### src/rtl/uart8_transmitter.sv
// uart8_transmitter: 8-bit UART TX, 1 start, 8 data LSB-first, STOP_BITS stop.
// 16x oversampled clock; one-entry holding register for gap-free frames.
module uart8_transmitter #(
   parameter int STOP_BITS = 1
) (
   input  logic       clk,
   input  logic       rst_n,
   input  logic       en,
   input  logic       start,
   input  logic [7:0] in,
   output logic       ready,
   output logic       busy,
   output logic       done,
   output logic       out
);

   typedef enum logic [2:0] {
      S_RESET,
      S_IDLE,
      S_START,
      S_DATA,
      S_STOP
   } state_t;

   localparam logic LAST_STOP = 1'(STOP_BITS - 1);

   state_t     r_state;
   logic [7:0] r_shift;
   logic [7:0] r_hold;
   logic       r_hold_valid;
   logic [3:0] r_tick;
   logic [2:0] r_bit;
   logic       r_stop;
   logic       r_out;
   logic       r_busy;
   logic       r_done;

   logic       w_accept;
   logic       w_tick_end;
   logic       w_frame_end;

   // handshake and frame-boundary decode
   always_comb begin
      ready       = en && (r_state != S_RESET) && !r_hold_valid;
      w_accept    = start && ready;
      w_tick_end  = (r_tick == 4'd15);
      w_frame_end = (r_state == S_STOP) && w_tick_end
                    && (r_stop == LAST_STOP);
   end

   assign busy = r_busy;
   assign done = r_done;
   assign out  = r_out;

   // frame sequencer: bit timing, shifting, holding register, abort
   always_ff @(posedge clk or negedge rst_n) begin
      if (!rst_n) begin
         r_state      <= S_RESET;
         r_shift      <= '0;
         r_hold       <= '0;
         r_hold_valid <= 1'b0;
         r_tick       <= '0;
         r_bit        <= '0;
         r_stop       <= 1'b0;
         r_out        <= 1'b1;
         r_busy       <= 1'b0;
         r_done       <= 1'b0;
      end else if (!en) begin
         r_state      <= S_RESET;
         r_shift      <= '0;
         r_hold       <= '0;
         r_hold_valid <= 1'b0;
         r_tick       <= '0;
         r_bit        <= '0;
         r_stop       <= 1'b0;
         r_out        <= 1'b1;
         r_busy       <= 1'b0;
         r_done       <= 1'b0;
      end else begin
         r_done <= 1'b0;
         if (w_accept && (r_state != S_IDLE) && !w_frame_end) begin
            r_hold       <= in;
            r_hold_valid <= 1'b1;
         end
         unique case (r_state)
            S_RESET: begin
               r_state <= S_IDLE;
            end
            S_IDLE: begin
               r_out  <= 1'b1;
               r_busy <= 1'b0;
               r_tick <= '0;
               if (w_accept) begin
                  r_shift <= in;
                  r_out   <= 1'b0;
                  r_busy  <= 1'b1;
                  r_state <= S_START;
               end
            end
            S_START: begin
               r_tick <= r_tick + 4'd1;
               if (w_tick_end) begin
                  r_out   <= r_shift[0];
                  r_bit   <= '0;
                  r_state <= S_DATA;
               end
            end
            S_DATA: begin
               r_tick <= r_tick + 4'd1;
               if (w_tick_end) begin
                  r_shift <= r_shift >> 1;
                  if (r_bit == 3'd7) begin
                     r_bit   <= '0;
                     r_stop  <= 1'b0;
                     r_out   <= 1'b1;
                     r_state <= S_STOP;
                  end else begin
                     r_bit <= r_bit + 3'd1;
                     r_out <= r_shift[1];
                  end
               end
            end
            S_STOP: begin
               r_tick <= r_tick + 4'd1;
               r_out  <= 1'b1;
               if ((r_tick == 4'd14) && (r_stop == LAST_STOP)) begin
                  r_done <= 1'b1;
               end
               if (w_frame_end) begin
                  r_stop <= 1'b0;
                  if (r_hold_valid) begin
                     r_shift      <= r_hold;
                     r_hold_valid <= 1'b0;
                     r_out        <= 1'b0;
                     r_state      <= S_START;
                  end else if (w_accept) begin
                     r_shift <= in;
                     r_out   <= 1'b0;
                     r_state <= S_START;
                  end else begin
                     r_busy  <= 1'b0;
                     r_state <= S_IDLE;
                  end
               end else if (w_tick_end) begin
                  r_stop <= r_stop + 1'b1;
               end
            end
            default: begin
               r_state      <= S_RESET;
               r_hold_valid <= 1'b0;
               r_out        <= 1'b1;
               r_busy       <= 1'b0;
            end
         endcase
      end
   end

endmodule
### config.mk
export PLATFORM = sky130hd
export DESIGN_NAME = uart8_transmitter
export DESIGN_NICKNAME = d
export VERILOG_FILES = /design/src/rtl/uart8_transmitter.sv
export SDC_FILE = /design/constraint.sdc
export NUM_CORES = 1
export LEC_CHECK = 0
export ABC_AREA = 1
export CAP_MARGIN = 20
export CORE_MARGIN = 10
export CORE_UTILIZATION = 35
export DETAILED_ROUTE_END_ITERATION = 12
export GPL_TIMING_DRIVEN = 0
export PLACE_DENSITY = 0.51
export SLEW_MARGIN = 30
export SYNTH_ARGS = -nofsm -noshare
export SYNTH_HDL_FRONTEND = slang
export SYNTH_SLANG_ARGS = --single-unit
### constraint.sdc
create_clock -name clk -period 1.72 [get_ports clk]
set_input_delay 0.172 -clock clk [delete_from_list [all_inputs] [get_ports clk]]
set_output_delay 0.172 -clock clk [all_outputs]
set_load 0.02 [all_outputs]
==> summary.txt <==
Global routing
  – Grt ovf: 0
  – First-pass GRT wire length: 9320 µm
  – Vias in the first global route: 1,840
  – Tot GR Track Use: 11.8%
  – Initial antenna violation count: 0
  – Largest net degree at the start of global routing: 23

Yosys
  – Synth unique cells: 35
  – Main synth FF type: dfrtp_1
  – Adder-cell share of the synthesized area: 2.40%
  – Post-synth ARST share: 100%
  – Syn Area/Cell: 7.33 µm²
  – Post-synth EDFFs: 0
  – Register area share after synthesis: a little under two fifths
  – Most common cell in the synthesized netlist: nand2_1
  – Post-synthesis xor/xnor area fraction: 0.841%
  – Synth Area in Compound Gates: 10.3%
  – Largest cells by area after synthesis: dfrtp_1, nand2_1, nand3_1
  – Share of the synthesized area in the top cell type: 36.1%
  – Synth Cell Area: 2080 µm²
  – Warnings from Yosys: 0
  – Net Count, Synth: 300
  – Post-Synthesis Cells: 284
  – #FFs+latches synth: 31
  – Simple-gate share of the synthesized area: 38.0%
  – Mux cell area share after synthesis: 0%
  – Largest family of logic cells by synthesized area: simple AND/OR/NAND/NOR gates
  – Synth top cells by count: nand2_1, inv_1, nand3_1
  – Synth area leader: dfrtp_1

Floorplan
  – Num rows: 28
  – Die area: between 9000 and 10,000 µm²
  – I/O pin total: 16
  – Core Footprint: 5850 µm²
  – Die X: 97.1 µm
  – Initial Util: around 36%
  – Die span in y: 97.1 µm

Clock tree
  – H-tree lvl count: 2
  – CTS tree: yes
  – Clock Latency Late Sink: about 290 ps
  – CTS root buffer: clkbuf_8
  – Clock sink count: 31
  – Max Buffers Root-to-Sink: 2
  – Total CTS buffers: 5
  – Clock transition at the registers of the reported paths: 70 ps

Place
  – Dpl ws: -248 ps
  – RD Place Congestion: 0.854
  – Final HPWL DP: 3890 µm
  – Placed instance area: 2340 µm²
  – PortBufs: 14

Worst setup path
  – CP max stage cell: clkdlybuf4s50_1
  – Required time of the critical path: between 1500 and 2000 ps
  – Critical Path Source Type: primary input
  – Kind of critical path: in2reg
  – Critical Path Max Stage Delay: 570 ps
  – Most used cell, CP: nand3_2
  – Crit end category: flop
  – Crit path DAT: 1810 ps
  – Crit Path Max Fanout: 10
  – Crit path cell chain: clkdlybuf4s50_1 -> inv_2 -> nor2_8 -> nand3_2 -> clkinv_2 -> nand3_4 -> buf_12 -> nand3_2 -> o21ai_2

STA
  – Fmax: 611 MHz
  – Final Max Tran Viols: 0
  – Min Tclk post-route: 1640 ps
  – Final count of negative-setup-slack endpoints: 0
  – Max Clock Skew: 8.71 ps
  – Setup ws final: 83.1 ps
  – Fin. Hold Viols: 0
  – Relative slew slack: 80.1%
  – Slew @ Worst Pin: 299 ps
  – Period utilisation layout: 95.2%

Flow run
  – Maxcap violations: 0

Detailed routing
  – DR vias: between 1,500 and 2,000
  – Routed Antenna Nets: 0
  – Routed wire length: 5530 µm
  – Pre-Repair DR Iteration Count: 5
  – Starting DRT DRC Count: 135
  – Routed WL per cell: between 10 and 15 µm
  – Vias per Instance: about 5
  – DRC Markers: 0

Final layout
  – Finished Cell Area: 2550 µm²
  – Layout cell share with drive strength beyond 1: 19.9%
  – Nets: 331
  – Final Core Density: 43.7%
  – P&R area growth vs syn: 22.7%
  – Ant. Diodes: 0

Outcome
  – Status: finished, final reports clean

Hold path
  – HP Class: in2async

Power and ir drop
  – PwrDens: around 1300 nW/µm²
  – Worst vdd ir: 0.390 mV
  – Overall Power: 3.24 mW
  – LEAKAGE: ~1.3 nW
placed cells by master (no fill, tap or decap), types with 2 or more instances in the layout:
master / n
clkdlybuf4s50_1: 12
buf_2: 7
nand2_1: 87
buf_4: 8
nand3_2: 2
o21ai_0: 12
nand4_1: 11
a21oi_1: 2
nand3_4: 4
o21ai_2: 10
nand3_1: 33
nand2_2: 3
ha_1: 3
nor2_4: 2
dfrtp_2: 2
dfrtp_1: 28
inv_2: 2
inv_1: 37
buf_6: 4
o21ai_1: 5
clkbuf_8: 7
nor2_1: 13
layer usage:
metal / track usage (%) / vias up / wire [µm]
li1: - / 983 / -
met1: 15.7 / 896 / 2660
met2: 17.8 / 37 / 2590
met3: 2.42 / 7 / 199
met4: 4.88 / 0 / 75
met5: 0 / - / 0
report_power, final:
group          switching, mW  internal, mW
combinational          0.969         0.594
sequential             0.120         0.902
clock                  0.286         0.365
total                   1.38          1.86
flip-flops by register name, summed over array words and instances, names as in the netlist:
signal / count
r_bit: 3
r_state: 3
r_hold: 8
out: 1
r_stop: 1
r_shift: 8
done: 1
r_hold_valid: 1
busy: 1
r_tick: 4
worst paths after layout:
check / start / endpoint / slack (ps) / depth (start not counted)
max: en / r_hold[7] / 80 / 9
max in group asynchronous: rst_n / r_bit[1] / 1010 / 3
min in group clk: start / r_shift[0] / 440 / 6
max reg2reg: r_tick[0] / r_shift[6] / 110 / 7
min: rst_n / busy / 300 / 2
min reg2reg: r_shift[7] / r_shift[7] / 480 / 2
layout make-up:
| type | instances | area [µm²] |
|---|---|---|
| plain buffers | 10 | 90.1 |
| clock buffers | 8 | 100 |
| flip-flops and latches | 31 | 779 |
| repair buffers | 24 | 228 |
| well taps | 75 | 93.8 |
| inverters | 41 | 158 |
| multi-input cells | 202 | 1110 |
| fillers | 576 | 3300 |
kinds of logic after synthesis:
family	count (synthesis)
adders and majority gates	4
and+or+nand+nor	163
DFF	31
xor gates and xnor gates	2
buffers and inverters	51
AOI/OAI and AO/OA	33
worst max-delay path, delay by kind of cell:
kind	cells	cell delay, ps
buffers and inverters	4	1030
AOI/OAI and AO/OA	1	50
and+or+nand+nor	4	570
stage by stage:
step | instances | TNS [ps] | hold slack, ps
after global placement | 373 | -8910 | 461
after floorplan | 284 | 0 | -124
after global routing | 391 | -32.1 | 319
after CTS | 386 | 0 | 300
final | 391 | 0 | 302
after detailed placement | 374 | -2390 | 76.0
timing repair:
item	CTS	global route
endpoints found under the hold margin	8	0
gates resized for setup	8	9
pin swaps	2	3
buffers inserted	3	5
hold buffers	1	0
setup endpoints to repair	9	11
Note: power is estimated with default switching activity, not from simulation.
